File: src/rtl/mem_stage.sv
// Memory-access stage: runs loads/stores on a req/ack data bus, formats load
// data, and drives the registered write-back interface and the stall request.
module mem_stage #(
  parameter int unsigned TIMEOUT = 16
) (
  input  logic        clk,
  input  logic        arst,
  input  logic [31:0] inst_i,
  input  logic        reg_w_ena_i,
  input  logic [4:0]  reg_w_addr_i,
  input  logic [31:0] reg_w_data_i,
  input  logic        ram_r_ena_i,
  input  logic [31:0] ram_r_addr_i,
  input  logic        ram_w_ena_i,
  input  logic [31:0] ram_w_addr_i,
  output logic        dbus_req_o,
  output logic        dbus_we_o,
  output logic [31:0] dbus_addr_o,
  output logic [31:0] dbus_wdata_o,
  output logic [3:0]  dbus_be_o,
  input  logic [31:0] dbus_rdata_i,
  input  logic        dbus_ack_i,
  output logic        stall_o,
  output logic        wb_reg_w_ena_o,
  output logic [4:0]  wb_reg_w_addr_o,
  output logic [31:0] wb_reg_w_data_o,
  output logic        misalign_o,
  output logic        bus_err_o
);

  typedef enum logic {StIdle, StBusy} state_e;

  // Counter value in the last BUSY cycle before the access is abandoned.
  localparam logic [7:0] TimeoutLast = 8'(TIMEOUT - 1);

  state_e      state_q, state_d;
  logic [7:0]  cnt_q, cnt_d;
  logic        req_q, req_d;
  logic        we_q, we_d;
  logic [31:0] addr_q, addr_d;
  logic [31:0] wdata_q, wdata_d;
  logic [3:0]  be_q, be_d;
  logic [1:0]  off_q, off_d;
  logic [1:0]  size_q, size_d;
  logic        sign_q, sign_d;
  logic [4:0]  rd_q, rd_d;
  logic        wb_ena_q, wb_ena_d;
  logic [4:0]  wb_addr_q, wb_addr_d;
  logic [31:0] wb_data_q, wb_data_d;
  logic        misalign_q, misalign_d;
  logic        bus_err_q, bus_err_d;

  logic        is_store, is_load, is_mem;
  logic [31:0] acc_addr;
  logic [1:0]  dec_size;
  logic        dec_sign, dec_legal, dec_aligned;
  logic [3:0]  st_be;
  logic [31:0] st_wdata;
  logic [7:0]  byte_sel;
  logic [15:0] half_sel;
  logic [31:0] load_data;
  logic        stall;

  // Only funct3 selects the access; the rest of the instruction is not needed here.
  logic unused_inst;
  assign unused_inst = ^{inst_i[31:15], inst_i[11:0]};

  // Access decode: store wins over load; width, signedness and alignment from funct3.
  always_comb begin
    is_store    = ram_w_ena_i;
    is_load     = !ram_w_ena_i && ram_r_ena_i;
    is_mem      = is_store || is_load;
    acc_addr    = is_store ? ram_w_addr_i : ram_r_addr_i;
    dec_size    = 2'd0;
    dec_sign    = 1'b0;
    dec_legal   = 1'b0;
    case (inst_i[14:12])
      3'b000: begin dec_size = 2'd0; dec_sign = 1'b1; dec_legal = 1'b1;    end
      3'b001: begin dec_size = 2'd1; dec_sign = 1'b1; dec_legal = 1'b1;    end
      3'b010: begin dec_size = 2'd2; dec_sign = 1'b0; dec_legal = 1'b1;    end
      3'b100: begin dec_size = 2'd0; dec_sign = 1'b0; dec_legal = is_load; end
      3'b101: begin dec_size = 2'd1; dec_sign = 1'b0; dec_legal = is_load; end
      default: ;
    endcase
    case (dec_size)
      2'd1:    dec_aligned = !acc_addr[0];
      2'd2:    dec_aligned = (acc_addr[1:0] == 2'b00);
      default: dec_aligned = 1'b1;
    endcase
  end

  // Store lane placement: replicate data across lanes, enable only the addressed bytes.
  always_comb begin
    case (dec_size)
      2'd0: begin
        st_be    = 4'b0001 << acc_addr[1:0];
        st_wdata = {4{reg_w_data_i[7:0]}};
      end
      2'd1: begin
        st_be    = 4'b0011 << acc_addr[1:0];
        st_wdata = {2{reg_w_data_i[15:0]}};
      end
      default: begin
        st_be    = 4'b1111;
        st_wdata = reg_w_data_i;
      end
    endcase
  end

  // Load formatting: pick the lane by latched offset, then sign/zero extend.
  always_comb begin
    case (off_q)
      2'd0:    byte_sel = dbus_rdata_i[7:0];
      2'd1:    byte_sel = dbus_rdata_i[15:8];
      2'd2:    byte_sel = dbus_rdata_i[23:16];
      default: byte_sel = dbus_rdata_i[31:24];
    endcase
    half_sel = off_q[1] ? dbus_rdata_i[31:16] : dbus_rdata_i[15:0];
    case (size_q)
      2'd0:    load_data = sign_q ? {{24{byte_sel[7]}}, byte_sel} : {24'b0, byte_sel};
      2'd1:    load_data = sign_q ? {{16{half_sel[15]}}, half_sel} : {16'b0, half_sel};
      default: load_data = dbus_rdata_i;
    endcase
  end

  // FSM next state, bus/write-back next values and the stall request.
  always_comb begin
    state_d    = state_q;
    cnt_d      = cnt_q;
    req_d      = req_q;
    we_d       = we_q;
    addr_d     = addr_q;
    wdata_d    = wdata_q;
    be_d       = be_q;
    off_d      = off_q;
    size_d     = size_q;
    sign_d     = sign_q;
    rd_d       = rd_q;
    wb_ena_d   = 1'b0;
    wb_addr_d  = wb_addr_q;
    wb_data_d  = wb_data_q;
    misalign_d = 1'b0;
    bus_err_d  = 1'b0;
    stall      = 1'b0;
    unique case (state_q)
      StIdle: begin
        if (!is_mem) begin
          wb_ena_d  = reg_w_ena_i;
          wb_addr_d = reg_w_addr_i;
          wb_data_d = reg_w_data_i;
        end else if (!(dec_legal && dec_aligned)) begin
          misalign_d = 1'b1;
        end else begin
          stall   = 1'b1;
          state_d = StBusy;
          cnt_d   = 8'd0;
          req_d   = 1'b1;
          we_d    = is_store;
          addr_d  = {acc_addr[31:2], 2'b00};
          wdata_d = st_wdata;
          be_d    = st_be;
          off_d   = acc_addr[1:0];
          size_d  = dec_size;
          sign_d  = dec_sign;
          rd_d    = reg_w_addr_i;
        end
      end
      StBusy: begin
        if (dbus_ack_i) begin
          state_d = StIdle;
          cnt_d   = 8'd0;
          req_d   = 1'b0;
          if (!we_q) begin
            wb_ena_d  = 1'b1;
            wb_addr_d = rd_q;
            wb_data_d = load_data;
          end
        end else if (cnt_q == TimeoutLast) begin
          // Release the pipeline now; the error pulse follows next cycle.
          state_d   = StIdle;
          cnt_d     = 8'd0;
          req_d     = 1'b0;
          bus_err_d = 1'b1;
        end else begin
          cnt_d = cnt_q + 8'd1;
          stall = 1'b1;
        end
      end
      default: state_d = StIdle;
    endcase
  end

  // Stall drops with reset even while the held inputs still show a memory op.
  assign stall_o = stall && !arst;

  // State register.
  always_ff @(posedge clk or posedge arst) begin
    if (arst) state_q <= StIdle;
    else      state_q <= state_d;
  end

  // Datapath, bus and write-back registers.
  always_ff @(posedge clk or posedge arst) begin
    if (arst) begin
      cnt_q      <= 8'd0;
      req_q      <= 1'b0;
      we_q       <= 1'b0;
      addr_q     <= 32'd0;
      wdata_q    <= 32'd0;
      be_q       <= 4'd0;
      off_q      <= 2'd0;
      size_q     <= 2'd0;
      sign_q     <= 1'b0;
      rd_q       <= 5'd0;
      wb_ena_q   <= 1'b0;
      wb_addr_q  <= 5'd0;
      wb_data_q  <= 32'd0;
      misalign_q <= 1'b0;
      bus_err_q  <= 1'b0;
    end else begin
      cnt_q      <= cnt_d;
      req_q      <= req_d;
      we_q       <= we_d;
      addr_q     <= addr_d;
      wdata_q    <= wdata_d;
      be_q       <= be_d;
      off_q      <= off_d;
      size_q     <= size_d;
      sign_q     <= sign_d;
      rd_q       <= rd_d;
      wb_ena_q   <= wb_ena_d;
      wb_addr_q  <= wb_addr_d;
      wb_data_q  <= wb_data_d;
      misalign_q <= misalign_d;
      bus_err_q  <= bus_err_d;
    end
  end

  assign dbus_req_o      = req_q;
  assign dbus_we_o       = we_q;
  assign dbus_addr_o     = addr_q;
  assign dbus_wdata_o    = wdata_q;
  assign dbus_be_o       = be_q;
  assign wb_reg_w_ena_o  = wb_ena_q;
  assign wb_reg_w_addr_o = wb_addr_q;
  assign wb_reg_w_data_o = wb_data_q;
  assign misalign_o      = misalign_q;
  assign bus_err_o       = bus_err_q;

endmodule

File: config.mk
export PLATFORM = sky130hd
export DESIGN_NAME = mem_stage
export DESIGN_NICKNAME = d
export VERILOG_FILES = /design/src/rtl/mem_stage.sv
export SDC_FILE = /design/constraint.sdc
export NUM_CORES = 1
export LEC_CHECK = 0
export ABC_CLOCK_PERIOD_IN_PS = 6000
export CORE_MARGIN = 1.5
export CORE_UTILIZATION = 44
export DETAILED_ROUTE_END_ITERATION = 12
export GPL_TIMING_DRIVEN = 0
export HOLD_SLACK_MARGIN = 0.02
export PLACE_DENSITY = 0.89
export REMOVE_ABC_BUFFERS = 1
export SETUP_SLACK_MARGIN = 0.02
export SYNTH_ARGS = -nofsm -noshare
export SYNTH_HDL_FRONTEND = slang
export SYNTH_SLANG_ARGS = --single-unit
export TNS_END_PERCENT = 20
File: constraint.sdc
create_clock -name clk -period 6 [get_ports clk]
set_input_delay 1.2 -clock clk [delete_from_list [all_inputs] [get_ports clk]]
set_output_delay 1.2 -clock clk [all_outputs]
set_load 0.01 [all_outputs]
Word level (Yosys, flattened, before mapping)
Index checks and enable logic that the tools add are counted.
{"block": "word_totals", "register_bits": 127, "latchBits": 0, "mem_bits_rw": 0, "mem_bits_ro": 0, "input_bits": 171, "out_inout_bits": 111, "wordCells": 101, "memories": 0}
{"block": "classes", "addsub": 1, "mul": 0, "div": 0, "magnitude_cmp": 0, "eq_ne": 16, "shift": 2, "n_mux": 45, "bitwise": 1, "n_reduce_logical": 20}
{"op": "32-bit 2-to-1 mux", "n": 6}
{"op": "32-bit case mux with 2 select lines", "n": 3}
{"op": "8-bit 2-to-1 mux", "n": 4}
{"op": "8-bit case mux with 3 select lines", "n": 1}
{"op": "1-bit 2-to-1 mux", "n": 18}
{"op": "16-bit 2-to-1 mux", "n": 1}
{"op": "8-bit case mux with 2 select lines", "n": 1}
{"op": "5-bit 2-to-1 mux", "n": 3}
{"op": "2-bit inequality test, second input constant", "n": 5}
{"op": "1-bit case mux with 2 select lines", "n": 5}
{"op": "5-bit case mux with 2 select lines", "n": 1}
{"op": "3-bit AND reduction", "n": 3}
{"op": "8-bit by 1-bit adder with 8-bit output, second input constant", "n": 1}
{"op": "8-bit by 4-bit == test with 1-bit output, second input constant", "n": 1}
{"op": "2-bit zero test", "n": 4}
{"op": "4-bit case mux with 2 select lines", "n": 1}
{"op": "2-bit by 1-bit == test with 1-bit output, second input constant", "n": 3}
{"op": "3-bit == test, second input constant", "n": 2}
{"op": "2-bit OR reduction", "n": 3}
{"op": "2-bit == test, second input constant", "n": 2}
{"op": "2-bit case mux with 2 select lines", "n": 1}
{"op": "1-bit by 2-bit << shifter with 4-bit output, first input constant", "n": 1}
{"op": "2-bit by 2-bit << shifter with 4-bit output, first input constant", "n": 1}
{"op": "3-bit by 1-bit == test with 1-bit output, second input constant", "n": 1}
{"op": "9 further kinds", "n": 13}

Logic depth before layout (Yosys ltp)
Gate-level depths: netlist (run 1).
{"block": "depth", "word_depth": 10, "depth_mapped": 7, "mapped_depth_nobuf": 5}

Worst setup path after synthesis (run 1)
OpenSTA, ideal clock, no wires.
{"block": "synth_timing", "kind": "input -> output", "start": "input port ram_w_ena_i", "end": "output port stall_o", "t_arrival_ns": 2.590, "required_ns": 4.800, "setup_slack_ns": 2.210, "cell_stages": 6, "path_buffers": 2, "cell_sequence": "buf_6 mux2_4 a21o_1 a211o_4 buf_6 a21oi_1"}
{"block": "synth_between", "elab_chain_cells": 8, "elab_cells_between_ends": 13, "cone_classes": "6 x mux; 7 x reduce/logical"}
{"element": "start, declared", "line": "14", "source": "input logic ram_w_ena_i,"}
{"element": "32-bit 2-to-1 mux or 1-bit zero test (tied branches)", "line": "73, 71"}
{"element": "2-bit zero test (tied with other cells)", "line": "87", "source": "2'd2: dec_aligned = (acc_addr[1:0] == 2'b00);"}
{"element": "1-bit case mux with 2 select lines, on equally long branches", "line": "85, 77"}
{"element": "1-bit logical AND", "line": "151", "source": "end else if (!(dec_legal && dec_aligned)) begin"}
{"element": "1-bit 2-to-1 mux", "line": "151"}
{"element": "1-bit 2-to-1 mux (*)", "line": "147", "source": "if (!is_mem) begin"}
{"element": "1-bit case mux with 2 select lines (*)", "line": "145", "source": "unique case (state_q)"}
{"element": "1-bit logical AND (*)", "line": "194", "source": "assign stall_o = stall && !arst;"}
{"element": "end, declared", "line": "23", "source": "output logic stall_o,"}
Mark *: on every way between the ends. The rest lies on a longest branch, timed or not.

Final worst setup path (run 1)
{"block": "layout_timing", "start": "input port inst_i[13]", "end": "output port stall_o"}
{"block": "layout_between", "elab_chain_cells": 10, "elab_cells_between_ends": 18, "cone_classes": "6 x eq/ne; 6 x mux; 6 x reduce/logical"}
{"element": "start, declared", "line": "8", "source": "input logic [31:0] inst_i,"}
{"element": "3-bit == test or 3-bit by 1-bit == test with 1-bit output (tied branches)", "line": "77", "source": "case (inst_i[14:12])"}
{"element": "2-bit OR reduction (no source line)"}
{"element": "2-bit case mux with 2 select lines", "line": "77"}
{"element": "2-bit == test or 2-bit by 1-bit == test with 1-bit output (tied branches)", "line": "85", "source": "case (dec_size)"}
{"element": "1-bit case mux with 2 select lines", "line": "85"}
{"element": "1-bit logical AND (*)", "line": "151"}
{"element": "1-bit 2-to-1 mux (*)", "line": "151"}
{"element": "1-bit 2-to-1 mux (*)", "line": "147"}
{"element": "1-bit case mux with 2 select lines (*)", "line": "145"}
{"element": "1-bit logical AND (*)", "line": "194"}
Marked as above.

==> reports/results.md, run 1 <==
| Parameter | Value |
|:---|:---|
| Outcome | completed |
| Number of max-slew violations in the final report | 0 |
| Netlist Area Pre-Place | 6930 µm² |
| Area of the die | 16,500 µm² |
| Longest Clk Path Bufs | 2 |
| Worst hold slack across all endpoints | 0.504 ns |
| GRT Util Overall | 25.6% |
| Post-route cell area | 10,100 µm² |
| Synthesized-area fraction occupied by ao, oa, aoi and oai cells | 14.2% |
| Setup TNS | 0 ns |
| Final worst setup slack | 0.570 ns |
| Detailed-routing iteration count for the pre-antenna-repair pass | 5 |
| Worst Tran Pin Value | 1.37 ns |
| Number of input and output port buffers inserted | 250 |
| Post-Place Cell Area | 9590 µm² |
| XOR/XNOR Fraction of Synth Area | 0.253% |
| Routability congestion estimate from global placement | 0.809 |
| Number of global-route vias before repair | 6,009 |
| Row count | 45 |
| Final hold vios | 0 |
| Total setup violations reported at the end of the flow | 0 |
| Mean cell area of the mapped netlist | 11.2 µm² |
| Most used standard cell by instance count after synthesis | sky130_fd_sc_hd__dfrtp_1 |
| Number of diodes added for antenna fixing | 0 |
| Number of warnings issued by yosys | 0 |
| Cell Pwr Density | 382 nW/µm² |
| CP required | 4.80 ns |
| # Max-Cap Violations | 0 |
| Half-perimeter wire length after detailed placement | 14.6 mm |
| Slowest stage delay, CP | 0.83 ns |
| Final setup skew | 0.00825 ns |
| TritonCTS Buffers | 17 |
| Worst-Skew Late Latency | 0.42 ns |
| Post-route minimum period | 5.43 ns |
| Std-Cell Core Area | 15,300 µm² |
| Die height | 129 µm |
| Dominant cells by area after synthesis | sky130_fd_sc_hd__dfrtp_1, sky130_fd_sc_hd__mux2_4, sky130_fd_sc_hd__mux2_2 |
| Die Width | 129 µm |
| Most common flop cell mapped by yosys | sky130_fd_sc_hd__dfrtp_1 |
| Part of the cycle the worst path needs | 90.5% |
| Initial antenna violation count | 0 |
| Growth of design area from synthesis to finish | 46.3% |
| Worst setup EP type | output pin |
| Nets | 1,024 |
| Dominant cell type by area after synthesis | sky130_fd_sc_hd__dfrtp_1 |
| Total via count in the routed design | 5,869 |
| Cts repair resizes | 0 |
| Relative max-transition margin | 8.48% |
| Simple logic cell fraction of the synthesized area | 8.86% |
| Wire length of the first global-routing pass | 32.4 mm |
| Asr flop ratio synth | 100% |
| H-tree depth | 4 |
| Kind of path behind the tightest hold check | register to register |
| Post-synthesis cell type count | 49 |
| Layout cells sized above 1 | 18.4% |
| Setup Crit Path Kind | input port to output pin |
| Via-to-Cell Ratio | 5.45 |
| Peak clock frequency supported by timing | 0.184 GHz |
| Clock-pin slew on the worst setup and hold paths | 0.05 ns |
| Clock Tree Root | sky130_fd_sc_hd__clkbuf_16 |
| Adder-cell share of the synthesized area | 0.180% |
| Non-Filler Instances | 1,076 |
| Synthesized netlist cell count | 621 |
| Synthesis-stage register bit count | 127 |
| Share of the yosys chip area belonging to registers | 45.8% |
| Boundary Pins | 282 |
| TritonCTS sink count | 127 |
| Total detailed-routing wirelength | 20.7 mm |
| CP max FO | 15 |
| Placed insts | 1,044 |
| Worst-path cell chain | clkdlybuf4s50_1 -> nand2b_1 -> nand2_4 -> a211o_4 -> a21oi_1 -> clkdlybuf4s50_1 |
| Worst endpoint data arrival time | 4.23 ns |
| Post-detailed-route count of antenna-violating nets | 0 |
| Drc violations | 0 |
| Type of element launching the critical path | input port |
| Initial Utilization | 45.3% |
| Place WS | 0.587 ns |
| Hold-fix buffers at CTS | 0 |
| RSZ-0062 raised after global routing | no |
| Area fraction of the dominant cell type after synthesis | 45.8% |
| Setup fix buffers added after clock tree synthesis | 0 |
| Leakage power total | 4.23 nW |
| Worst ir drop on vdd | 0.000202 V |
| Routed wirelength normalized by instance count | 19.3 µm |
| Post-synthesis mux area share | 25.1% |
| Maximum number of pins on one net before global-route repair | 66 |
| Dominant combinational cell family by area after synthesis | multiplexers |
| Starting DRT DRC Count | 353 |
| Total grt overflow | 0 |
| TritonCTS clock tree | built |
| Worst path most repeated cell | sky130_fd_sc_hd__clkdlybuf4s50_1 |
| Master of the slowest instance on the critical path | sky130_fd_sc_hd__nand2b_1 |
| Number of flops mapped to enable cells by yosys | 0 |
| Leading post-synthesis cells by instance count | sky130_fd_sc_hd__dfrtp_1, sky130_fd_sc_hd__o21ai_0, sky130_fd_sc_hd__mux2_4 |
==> final timing paths <==
| kind | startpoint | end | slack, ns | cells past startpoint |
|---|---|---|---|---|
| max | inst_i[13] | stall_o | 0.57 | 6 |
| min | dbus_wdata_o[3] | dbus_wdata_o[3] | 0.50 | 1 |
| min reg2reg | dbus_wdata_o[3] | dbus_wdata_o[3] | 0.50 | 1 |
| max reg2reg | state_q | wb_reg_w_data_o[29] | 2.70 | 4 |
| min in group asynchronous | arst | dbus_addr_o[7] | 1.28 | 2 |
| max in group asynchronous | arst | dbus_wdata_o[1] | 3.98 | 3 |
==> cell families (layout without fill, tap and decap cells) <==
logic type / Yosys count / count (layout)
XOR/XNOR: 2 / 2
multiplexers: 139 / 139
AO/OA/AOI/OAI: 161 / 161
buffers and inverters: 72 / 315
other: 1 / 2
adder cells (fa/ha/maj): 1 / 1
flip-flops: 127 / 127
AND/OR/NAND/NOR: 118 / 118
==> layout make-up <==
type                       instances  area, µm²
clock buffer                      26        499
multi-input combinational        423       3390
timing repair buffer             257       2650
fill                            1197       5170
clock inverter                     6       57.6
inverter                          26        103
tap                              211        264
sequential                       127       3180
==> power by group <==
group          total [W]  switching (W)  internal, W
combinational    0.00153       0.000598     0.000931
sequential       0.00138       0.000229      0.00115
clock           0.000971       0.000361     0.000610
total            0.00388        0.00119      0.00269
==> metal layers <==
metal  share of wire (%)  up-vias  global-route usage (%)
met5                   0        -                       0
met4                 3.0        0                    11.5
met3                 5.6       46                    5.95
met2                  49      209                    42.6
met1                  42     2914                    31.8
li1                    -     2700                       -
==> registers in the layout, indices dropped and copies added, names as in the netlist <==
signal	flops
bus_err_o	1
cnt_q	8
dbus_addr_o	30
dbus_be_o	4
dbus_req_o	1
dbus_wdata_o	32
dbus_we_o	1
misalign_o	1
off_q	2
rd_q	5
sign_q	1
size_q	2
state_q	1
wb_reg_w_addr_o	5
wb_reg_w_data_o	32
wb_reg_w_ena_o	1
==> per-stage QoR <==
step           utilization (%)  total power, W
2_1_floorplan                -         0.00206
3_5_place_dp              62.6         0.00291
5_1_grt                   66.2         0.00406
6_report                  66.2         0.00388
3_3_place_gp              61.5         0.00287
4_1_cts                   66.2         0.00390
==> cell usage in the layout (no fill, tap or decap), drive strengths merged, types with 4 or more instances in the layout <==
cell type / count
a21oi: 45
a22oi: 7
a31oi: 7
buf: 8
clkbuf: 26
clkdlybuf4s50: 249
clkinv: 4
dfrtp: 127
inv: 26
mux2: 106
mux2i: 32
nand2: 47
nand2b: 7
nand3: 4
nand3b: 8
nor2: 13
nor2b: 11
o21ai: 63
o221a: 7
o22a: 6
o22ai: 8
o2bb2ai: 7
or3: 20
==> critical path, delay by kind of cell <==
family	cells	cell delay, ns
buf+inv	2	1.17
compound gates	2	0.73
simple gates	2	1.13
Note: power is estimated with default switching activity, not from simulation.
==> run 2: changes to the inputs <==
--- a/config.mk
+++ b/config.mk
@@ -6,7 +6,6 @@
 export NUM_CORES = 1
 export LEC_CHECK = 0
 export ABC_CLOCK_PERIOD_IN_PS = 6000
-export CORE_MARGIN = 1.5
 export CORE_UTILIZATION = 44
 export DETAILED_ROUTE_END_ITERATION = 12
 export GPL_TIMING_DRIVEN = 0
==> run 2 against run 1 <==
  * Clock skew is 0.0014 ns lower
  * First-iteration DRC count is 5.4% higher
  * Final area is 0.32% higher
  * Via count is 0.58% lower
  * Sequential cell count stayed put
  * Count of clock-buffer cells in the layout is 9 lower
  * Die area is 1.5% lower
  * Critical path depth stayed put
  * Clock power is 5% higher
  * Critical path type unchanged
==> reports/results.md, run 2 (synthesis gave the netlist of run 1 again) <==
| Parameter | Value | Change |
|:---|:---|:---|
| Die Width | 128 µm | -0.78% |
| Outcome | completed |  |
| Post-route minimum period | 5.51 ns | +0.0757 ns |
| Number of max-slew violations in the final report | 0 | unchanged |
| Combinational fraction of design power | 38.9% | -0.5 points |
| Initial Utilization | 45.3% | unchanged |
| RSZ-0062 raised after global routing | no |  |
| Utilization after layout | 66.5% | +0.21 points |
| Total via count in the routed design | 5,835 | -0.58% |
| Number of global-route vias before repair | 6,098 | +1.5% |
| Critical path's top delay family | buffers and inverters |  |
| Final hold vios | 0 | unchanged |
| Via-to-Cell Ratio | 5.42 | -0.67% |
| Worst Reg-to-Reg Cells | 4 | unchanged |
| TritonCTS Buffers | 17 | unchanged |
| Drc violations | 0 | unchanged |
| Setup fix buffers added after clock tree synthesis | 0 | unchanged |
| Filler cell count in the final layout | 1,189 | -0.67% |
| Die height | 128 µm | -0.78% |
| GRT Util Overall | 26.1% | +0.59 points |
| Number of diodes added for antenna fixing | 0 | unchanged |
| Power, Total | 0.00393 W | +1.3% |
| Routed wirelength normalized by instance count | 19.2 µm | -0.46% |
| Relative max-transition margin | 29.1% | +21 points |
| Crit path buf inv count | 2 | unchanged |
| Clock Tree Root | sky130_fd_sc_hd__clkbuf_16 |  |
| Master of the slowest instance on the critical path | sky130_fd_sc_hd__nand2b_1 |  |
| Cell Pwr Density | 386 nW/µm² | +1.0% |
| Leakage power total | 4.24 nW | +0.26% |
| Total grt overflow | 0 | unchanged |
| Clock-pin slew on the worst setup and hold paths | 0.06 ns | about the same |
| # Max-Cap Violations | 0 | unchanged |
| Register-to-register setup slack | 2.67 ns | -0.03 ns |
| Post-Place Cell Area | 9590 µm² | about the same |
| Slowest stage delay, CP | 0.86 ns | +0.03 ns |
| Maximum number of pins on one net before global-route repair | 96 | +45% |
| Post-detailed-route count of antenna-violating nets | 0 | unchanged |
| Total detailed-routing wirelength | 20.7 mm | -0.37% |
| Switching fraction of total power | 31.4% | +0.76 points |
| Hold-fix buffers at CTS | 0 | unchanged |
| Routability congestion estimate from global placement | 0.828 | +2.2% |
| Starting DRT DRC Count | 372 | +5.4% |
| Final setup skew | 0.00683 ns | -0.00142 ns |
| Met3 Track Usage GR | 6.20% | +0.25 points |
| Most common cell after layout, fill and taps aside | sky130_fd_sc_hd__clkdlybuf4s50_1 |  |
| CP required | 4.80 ns | about the same |
| Cts repair resizes | 0 | unchanged |
| Longest Clk Path Bufs | 2 | unchanged |
| H-tree depth | 4 | unchanged |
| Worst-path cell chain | clkdlybuf4s50_1 -> nand2b_1 -> nand2_4 -> a211o_4 -> a21oi_1 -> clkdlybuf4s50_1 |  |
| Grt peak-use layer | met2 |  |
| Number of input and output port buffers inserted | 250 | unchanged |
| Worst path most repeated cell | sky130_fd_sc_hd__clkdlybuf4s50_1 |  |
| Footprint of the flip-flops and latches | 3180 µm² | about the same |
| TritonCTS clock tree | built |  |
| Final worst setup slack | 0.494 ns | -0.0757 ns |
| Worst ir drop on vdd | 0.000237 V | +17% |
| Growth of design area from synthesis to finish | 46.8% |  |
| WP depth | 6 | unchanged |
| Post-route cell area | 10,200 µm² | +0.32% |
| Type of element launching the critical path | input port |  |
| Detailed-routing iteration count for the pre-antenna-repair pass | 5 | unchanged |
| Total setup violations reported at the end of the flow | 0 | unchanged |
| Worst endpoint data arrival time | 4.31 ns | +0.08 ns |
| Setup Crit Path Kind | input port to output pin |  |
| Place WS | 0.588 ns | +0.000245 ns |
| Peak clock frequency supported by timing | 0.182 GHz | -1.4% |
| Kind of path behind the tightest hold check | register to register |  |
| Layout cells sized above 1 | 19.2% | +0.79 points |
| Half-perimeter wire length after detailed placement | 14.3 mm | -2.4% |
| Wire length of the first global-routing pass | 32.4 mm | about the same |
| Worst-Skew Late Latency | 0.41 ns | about the same |
| Worst setup EP type | output pin |  |
| Sequential fraction of design power | 35.1% | -0.4 points |
| Most frequent cells in the layout | sky130_fd_sc_hd__clkdlybuf4s50_1, sky130_fd_sc_hd__dfrtp_1, sky130_fd_sc_hd__o21ai_0, sky130_fd_sc_hd__mux2_4, sky130_fd_sc_hd__mux2_2 |  |
| Initial antenna violation count | 0 | unchanged |
| Internal Dissipation | 0.00270 W | +0.21% |
| TritonCTS sink count | 127 | unchanged |
| Setup TNS | 0 ns | unchanged |
| Clock power frac | 26.0% | +1.0 points |
| Cell depth of the worst min-delay path | 1 | unchanged |
| Nets | 1,025 | +0.098% |
| Multi-input combinational cell area | 3390 µm² | unchanged |
| CP max FO | 15 | unchanged |
| Met2 Use GR | 42.7% | +0.055 points |
| Boundary Pins | 282 | unchanged |
| Part of the cycle the worst path needs | 91.8% | +1.3 points |
| Psw | 0.00123 W | +3.9% |
| Row count | 45 | unchanged |
| Area of the die | 16,300 µm² | -1.5% |
| Met1 usage in global routing | 33.2% | +1.4 points |
| Worst Tran Pin Value | 1.06 ns | -0.309 ns |
| Std-Cell Core Area | 15,300 µm² | unchanged |
==> run 2: cell count changes in the layout (fill, tap and decap cells not counted), moves of 2 or more <==
cell and delta:
sky130_fd_sc_hd__buf_8 +2, sky130_fd_sc_hd__clkbuf_1 -5, sky130_fd_sc_hd__clkbuf_8 -4, sky130_fd_sc_hd__clkinv_4 +5, sky130_fd_sc_hd__inv_6 +3
==> run 2: final cells by class <==
type,count,area share (%)
well taps,211,2.59
multi-input cells,423,33.3
inverters,26,1.01
clock inverters,15,1.57
repair buffers,258,26.1
clock buffers,17,4.18
flip-flops and latches,127,31.3
==> run 2: routing by layer <==
metal	wire length, µm	vias to the layer above
met5	0	-
met1	8820	2888
li1	-	2693
met3	1180	44
met2	10000	210
met4	643	0
==> run 2: path summary, 6_finish.rpt <==
path	startpoint	end
worst max-delay path	inst_i[13]	stall_o
worst min-delay path	dbus_wdata_o[4]	dbus_wdata_o[4]
worst max register to register	state_q	wb_reg_w_data_o[27]
worst min register to register	dbus_wdata_o[4]	dbus_wdata_o[4]
max in group asynchronous	arst	wb_reg_w_data_o[11]
min in group asynchronous	arst	dbus_addr_o[11]
==> run 2: worst reg2reg max path, delay by kind of cell (launching register included) <==
family / cells / cell delay (ns)
and+or+nand+nor: 2 / 1.66
AOI/OAI and AO/OA: 2 / 0.57
DFF: 1 / 0.93
==> run 2: power by group through the flow <==
stage          logic [W]  registers (W)  clock network [W]
5_1_grt          0.00163        0.00142            0.00108
6_report         0.00153        0.00138            0.00102
3_5_place_dp     0.00153        0.00138                  0
4_1_cts          0.00154        0.00138            0.00104
2_1_floorplan   0.000597        0.00147                  0
3_3_place_gp     0.00150        0.00137                  0
==> run 2: stage by stage <==
stage | cells | hold slack (ns)
floorplan | 576 | 0.474
global placement | 1037 | 0.486
detailed placement | 1045 | 0.493
CTS | 1077 | 0.505
global route | 1077 | 0.517
finish | 1077 | 0.502
